$ cat config.mk
export PLATFORM = sky130hd
export DESIGN_NAME = multicycle_ctrl
export DESIGN_NICKNAME = d
export VERILOG_FILES = /design/src/rtl/multicycle_pkg.sv /design/src/rtl/multicycle_outdec.sv /design/src/rtl/multicycle_ctrl.sv
export SDC_FILE = /design/constraint.sdc
export NUM_CORES = 1
export LEC_CHECK = 0
export ABC_AREA = 0
export ABC_CLOCK_PERIOD_IN_PS = 3150
export BUFFER_PORTS_ARGS = -buffer_cell sky130_fd_sc_hd__buf_2
export CELL_PAD_IN_SITES_DETAIL_PLACEMENT = 1
export CELL_PAD_IN_SITES_GLOBAL_PLACEMENT = 1
export CORE_AREA = 4 4 78 80
export CTS_BUF_LIST = sky130_fd_sc_hd__clkbuf_8
export DETAILED_ROUTE_END_ITERATION = 10
export DIE_AREA = 0 0 82 84
export PLACE_DENSITY_LB_ADDON = 0.1
export REMOVE_ABC_BUFFERS = 1
export SLEW_MARGIN = 20
export SYNTH_ARGS = -nofsm -noshare
export SYNTH_HDL_FRONTEND = slang
export SYNTH_SLANG_ARGS = --single-unit
$ cat constraint.sdc
create_clock -name clk -period 3.15 [get_ports clk]
set_input_delay 0.1575 -clock clk [delete_from_list [all_inputs] [get_ports clk]]
set_output_delay 0.1575 -clock clk [all_outputs]
set_load 0.02 [all_outputs]
$ cat src/rtl/multicycle_pkg.sv
// Shared encodings for the multi-cycle RV32I control path: FSM states, opcodes,
// ALU-op codes, datapath mux selects and the control word bundle.
package multicycle_pkg;

  localparam int unsigned STATE_W  = 4;
  localparam int unsigned OPCODE_W = 7;

  typedef enum logic [STATE_W-1:0] {
    S_FETCH    = 4'd0,
    S_DECODE   = 4'd1,
    S_MEMADR   = 4'd2,
    S_MEMREAD  = 4'd3,
    S_MEMWB    = 4'd4,
    S_MEMWRITE = 4'd5,
    S_EXECR    = 4'd6,
    S_EXECI    = 4'd7,
    S_ALUWB    = 4'd8,
    S_BEQ      = 4'd9
  } state_t;

  localparam logic [OPCODE_W-1:0] OP_R   = 7'b0110011;
  localparam logic [OPCODE_W-1:0] OP_I   = 7'b0010011;
  localparam logic [OPCODE_W-1:0] OP_LW  = 7'b0000011;
  localparam logic [OPCODE_W-1:0] OP_SW  = 7'b0100011;
  localparam logic [OPCODE_W-1:0] OP_BEQ = 7'b1100011;

  localparam logic [1:0] ALUOP_ADD  = 2'b00;
  localparam logic [1:0] ALUOP_SUB  = 2'b01;
  localparam logic [1:0] ALUOP_FUNC = 2'b10;

  localparam logic       ADR_PC     = 1'b0;
  localparam logic       ADR_ALUOUT = 1'b1;

  localparam logic [1:0] RES_ALUOUT  = 2'b00;
  localparam logic [1:0] RES_MEMDATA = 2'b01;
  localparam logic [1:0] RES_ALURES  = 2'b10;

  localparam logic [1:0] SRCA_PC    = 2'b00;
  localparam logic [1:0] SRCA_OLDPC = 2'b01;
  localparam logic [1:0] SRCA_RS1   = 2'b10;

  localparam logic [1:0] SRCB_RS2  = 2'b00;
  localparam logic [1:0] SRCB_IMM  = 2'b01;
  localparam logic [1:0] SRCB_FOUR = 2'b10;

  typedef struct packed {
    logic       pc_write;
    logic       ir_write;
    logic       adr_src;
    logic       mem_write;
    logic       reg_write;
    logic [1:0] result_src;
    logic [1:0] alu_src_a;
    logic [1:0] alu_src_b;
    logic [1:0] aluop;
    logic       imm_alu;
  } ctrl_t;

endpackage

$ cat src/rtl/multicycle_outdec.sv
// Combinational decode of the current FSM state into the datapath control word.
module multicycle_outdec
  import multicycle_pkg::*;
(
  input  state_t state,
  input  logic   mem_ready,
  input  logic   zero,
  output ctrl_t  ctrl
);

  always_comb begin
    ctrl = '0;
    case (state)
      S_FETCH: begin
        ctrl.adr_src    = ADR_PC;
        ctrl.alu_src_a  = SRCA_PC;
        ctrl.alu_src_b  = SRCB_FOUR;
        ctrl.aluop      = ALUOP_ADD;
        ctrl.result_src = RES_ALURES;
        // IR and PC only latch once the instruction word has arrived
        ctrl.ir_write   = mem_ready;
        ctrl.pc_write   = mem_ready;
      end
      S_DECODE: begin
        ctrl.alu_src_a = SRCA_OLDPC;
        ctrl.alu_src_b = SRCB_IMM;
        ctrl.aluop     = ALUOP_ADD;
      end
      S_MEMADR: begin
        ctrl.alu_src_a = SRCA_RS1;
        ctrl.alu_src_b = SRCB_IMM;
        ctrl.aluop     = ALUOP_ADD;
      end
      S_MEMREAD: ctrl.adr_src = ADR_ALUOUT;
      S_MEMWB: begin
        ctrl.result_src = RES_MEMDATA;
        ctrl.reg_write  = 1'b1;
      end
      S_MEMWRITE: begin
        ctrl.adr_src   = ADR_ALUOUT;
        ctrl.mem_write = 1'b1;
      end
      S_EXECR: begin
        ctrl.alu_src_a = SRCA_RS1;
        ctrl.alu_src_b = SRCB_RS2;
        ctrl.aluop     = ALUOP_FUNC;
      end
      S_EXECI: begin
        ctrl.alu_src_a = SRCA_RS1;
        ctrl.alu_src_b = SRCB_IMM;
        ctrl.aluop     = ALUOP_FUNC;
        ctrl.imm_alu   = 1'b1;
      end
      S_ALUWB: begin
        ctrl.result_src = RES_ALUOUT;
        ctrl.reg_write  = 1'b1;
      end
      S_BEQ: begin
        ctrl.alu_src_a  = SRCA_RS1;
        ctrl.alu_src_b  = SRCB_RS2;
        ctrl.aluop      = ALUOP_SUB;
        ctrl.result_src = RES_ALUOUT;
        ctrl.pc_write   = zero;
      end
      default: ;
    endcase
  end

endmodule

$ cat src/rtl/multicycle_ctrl.sv
// Main control FSM of the multi-cycle RV32I core: sequences fetch, decode and
// execute, flags unsupported opcodes and counts retired instructions.
module multicycle_ctrl
  import multicycle_pkg::*;
#(
  parameter int unsigned CNT_W = 32
) (
  input  logic             clk,
  input  logic             reset,
  input  logic [6:0]       opcode,
  input  logic             zero,
  input  logic             mem_ready,
  output logic [3:0]       state,
  output logic             pc_write,
  output logic             ir_write,
  output logic             adr_src,
  output logic             mem_write,
  output logic             reg_write,
  output logic [1:0]       result_src,
  output logic [1:0]       alu_src_a,
  output logic [1:0]       alu_src_b,
  output logic [1:0]       aluop,
  output logic             imm_alu,
  output logic             illegal,
  output logic [CNT_W-1:0] retired
);

  state_t           state_q, state_d;
  logic [CNT_W-1:0] retired_q, retired_d;
  logic             illegal_q, illegal_d;
  logic             retire;
  ctrl_t            ctrl;

  always_ff @(posedge clk) begin
    if (reset) begin
      state_q   <= S_FETCH;
      retired_q <= '0;
      illegal_q <= 1'b0;
    end else begin
      state_q   <= state_d;
      retired_q <= retired_d;
      illegal_q <= illegal_d;
    end
  end

  // Next state, retire strobe and illegal-opcode flag
  always_comb begin
    state_d   = state_q;
    illegal_d = 1'b0;
    retire    = 1'b0;
    case (state_q)
      S_FETCH:    if (mem_ready) state_d = S_DECODE;
      S_DECODE: begin
        case (opcode)
          OP_LW, OP_SW: state_d = S_MEMADR;
          OP_R:         state_d = S_EXECR;
          OP_I:         state_d = S_EXECI;
          OP_BEQ:       state_d = S_BEQ;
          default: begin
            state_d   = S_FETCH;
            illegal_d = 1'b1;
          end
        endcase
      end
      S_MEMADR:   state_d = (opcode == OP_LW) ? S_MEMREAD : S_MEMWRITE;
      S_MEMREAD:  if (mem_ready) state_d = S_MEMWB;
      S_MEMWB: begin
        state_d = S_FETCH;
        retire  = 1'b1;
      end
      S_MEMWRITE: begin
        if (mem_ready) begin
          state_d = S_FETCH;
          retire  = 1'b1;
        end
      end
      S_EXECR, S_EXECI: state_d = S_ALUWB;
      S_ALUWB, S_BEQ: begin
        state_d = S_FETCH;
        retire  = 1'b1;
      end
      default: state_d = S_FETCH;
    endcase
    retired_d = retire ? retired_q + CNT_W'(1) : retired_q;
  end

  multicycle_outdec u_outdec (
    .state     (state_q),
    .mem_ready (mem_ready),
    .zero      (zero),
    .ctrl      (ctrl)
  );

  // Write enables are suppressed for the whole reset cycle
  assign pc_write   = ctrl.pc_write  & ~reset;
  assign ir_write   = ctrl.ir_write  & ~reset;
  assign mem_write  = ctrl.mem_write & ~reset;
  assign reg_write  = ctrl.reg_write & ~reset;
  assign adr_src    = ctrl.adr_src;
  assign result_src = ctrl.result_src;
  assign alu_src_a  = ctrl.alu_src_a;
  assign alu_src_b  = ctrl.alu_src_b;
  assign aluop      = ctrl.aluop;
  assign imm_alu    = ctrl.imm_alu;
  assign state      = state_q;
  assign illegal    = illegal_q;
  assign retired    = retired_q;

endmodule

==> impl_results.md <==
- Crit path max-delay family: simple AND/OR/NAND/NOR gates
- FF-to-FF path depth: 5
- Residual DRC count: 0
- WP depth: 5
- Critical Path Fanout Max: 11
- Hold endpoint: illegal
- Die area: approximately 6900 µm²
- Num CTS Buffers: 5
- Critical hold path startpoint: opcode[6]
- Final HPWL DP: ~4.2 mm
- PwrDens: roughly 330 nW/µm²
- DRT antenna net count: 0
- Cell Rows: 27
- Hold/Removal Path Class: input pin to register
- Avg WL per Cell: approximately 14 µm
- Maximum clock insertion buffer count: 2
- Cts repair resizes: 0
- TritonCTS clock tree: yes
- Total congestion overflow: 0
- Leading area contributor after synthesis: dfxtp_1
- Clk pin slew, worst setup/hold paths: approximately 70 ps
- Slowest cell on crit path: or4_1
- Netlist Area Pre-Place: about 2000 µm²
- Synth Register Bits: 37
- Root Buffer: clkbuf_8
- Req. time, crit path: 3330 ps
- Layout Skew: 8.535 ps
- H-tree depth: 2
- Syn Inst Count: ~250
- R2R Setup Slk: 720 ps
- Fin crit share: a little under 80%
- Drt first pass iters: 4
- Final Max Slew Viols: 0
- Slew Limit Headroom: 66.35%
- Gr usage total: 16.81%
- Design area: approximately 2500 µm²
- Clock Sinks: 37
- Seq/Total Area, Yosys: between 30% and 40%
- ANT cells: 0
- Maximum clock frequency: between 400 and 500 MHz
- Post-CTS Setup Bufs: 0
- Yosys Warn Count: 0
- Final #Nets: 326
- Initial Util: between 30% and 40%
- Max_cap viols: 0
- Core ar.: approximately 5400 µm²
- Final setup vio count: 0
- Arr. time, crit path: ~2600 ps
- Yosys cell types: 43
- Crit path kind: register to register
- Power Total: about 0.8 mW
- Drt initial violations: 67
- Max VDD drop: between 0.2 and 0.25 mV
- Worst-Margin Slew: roughly 490 ps
- Ranking of synthesized cells by area: dfxtp_1, xnor2_1, nor2_1
- Worst skew pair latency: between 200 and 300 ps
- Total Routed Length: 5.545 mm
- Area Overhead vs Synth: 22.73%
- RD Place Congestion: roughly 0.73
- Vias in the first global route: 1,979
- I/O pin count: a little over 60
- Buf+Inv Stages, Crit Path: 0
- Critical path launch point type: register
- R2r startpoint: retired[3]
- Critical path, cell by cell: nand4_4 -> or4_1 -> or4_4 -> o31a_2 -> o21a_1
- Die W: 82 µm
- Yosys top cell area share: roughly 37%
- Fin crit period: between 2000 and 2500 ps
- Leak: 1.001 nW
- Average cell area after synthesis: slightly below 8 µm²
- Total negative slack: 0 ps
- Global-route wire length before repair: ~9.3 mm
- Die Y: 84 µm
- RSZ-0062 raised after global routing: false
- Crit path capture type: register
- Vias: about 2,000
- Status: completed
- Vias per cell: around 5.2
- Fin. Hold Viols: 0
- Placed cell area: 2392 µm²
- Hold Path Cell Cnt: 3
- PortBufs: 61
- Layout cells sized above 1: 26.20%
- Initial antenna violation count: 0
- Max stage delay on crit path: 640 ps
- Post-CTS Hold Fix Bufs: 0
- Largest net degree at the start of global routing: 38
- R2r endpoint: retired[25]
-- state kept, by name (all words and copies together) (netlist names) --
signal	count
retired	32
state	4
illegal	1
-- per-stage QoR --
step / setup WS (ps) / hold slack, ps / cells / utilization, %
after floorplan: 694.4 / 226.6 / 239 / -
after global placement: 769.4 / 465.1 / 379 / 44.26
after detailed placement: 717.5 / 507.4 / 379 / 44.26
after CTS: 707.8 / 219.5 / 385 / 45.63
after global routing: 583.9 / 237.1 / 385 / 45.63
final: 717.3 / 218.6 / 385 / 45.63
-- metal layers --
metal	up-vias	global-route usage, %	wire length [µm]
met5	-	0	0
met2	36	27.85	2714
met4	0	3.625	46
met3	5	4.320	230
met1	954	21.61	2554
li1	1021	-	-
-- cells in the mapped netlist --
cell type / number
dfxtp_1: 37
mux2i_1: 1
buf_1: 2
nand4_1: 9
a2111oi_0: 1
a31o_2: 1
or2_2: 2
o21ai_1: 1
o2bb2a_1: 1
nand2_1: 14
clkbuf_1: 11
and3_1: 5
nor4_1: 11
a2111o_1: 1
o21a_1: 2
buf_2: 1
and2_1: 1
buf_6: 1
and4_1: 1
a211oi_1: 3
o31a_2: 1
nand3_1: 16
xnor2_1: 16
o21ai_0: 13
xor2_1: 7
or4_1: 2
or3_1: 8
nand3b_1: 1
nand4bb_1: 1
or4b_2: 1
nor2b_1: 2
inv_1: 7
nor3b_1: 2
ha_1: 1
a21oi_1: 15
or3_2: 1
nor2_1: 35
nand2b_1: 6
nand4_4: 1
or4_4: 1
nor4b_1: 4
o21bai_1: 2
nor3_1: 5
-- tightest hold or removal path: cells and delay by family --
family,cells,cell delay (ps)
compound gates,1,70
buf+inv,1,120
simple gates,1,110
-- final cells by class --
| type | count | area (µm²) |
|---|---|---|
| Fill cell | 707 | 2939 |
| Sequential cell | 37 | 740.7 |
| Multi-Input combinational cell | 195 | 1177 |
| Clock buffer | 5 | 68.82 |
| Clock inverter | 1 | 5.005 |
| Tap cell | 72 | 90.09 |
| Inverter | 7 | 26.28 |
| Timing Repair Buffer | 68 | 357.8 |
-- worst max path at each step --
stage / slack [ps] / to / startpoint
detailed placement: 720 / retired[25] / retired[3]
global route: 580 / retired[25] / retired[3]
finish: 720 / retired[25] / retired[3]
floorplan: 690 / retired[25] / state[2]
global placement: 770 / retired[25] / retired[3]
CTS: 710 / retired[25] / retired[3]
-- layout by cell type, fill, tap and decap left out, types with 2 or more instances in the layout --
cell / count
o21ai_0: 13
nand2_1: 14
dfxtp_1: 37
a21oi_1: 15
nand3_1: 16
xnor2_1: 16
or4_1: 2
nand4_1: 9
nand2b_1: 6
a211oi_1: 3
buf_2: 61
nor2_1: 35
nor4b_1: 4
or2_2: 2
and3_1: 5
clkbuf_8: 5
o21a_1: 2
inv_1: 7
nor3b_1: 2
xor2_1: 7
o21bai_1: 2
nor4_1: 11
nor3_1: 5
or3_1: 8
buf_4: 7
nor2b_1: 2
-- power breakdown --
group,internal (mW),switching (mW)
logic,0.0191,0.0328
registers,0.469,0.00113
clock network,0.146,0.157
-- cell families after synthesis --
| logic type | share of synthesized area [%] |
|---|---|
| AO/OA/AOI/OAI | 12.27 |
| adder cells (fa/ha/maj) | 0.6226 |
| buffers and inverters | 4.546 |
| XOR/XNOR | 10.02 |
| AND/OR/NAND/NOR | 35.18 |
| flip-flops | 36.86 |
| multiplexers | 0.4982 |
Power figures use the tool's default switching activity.
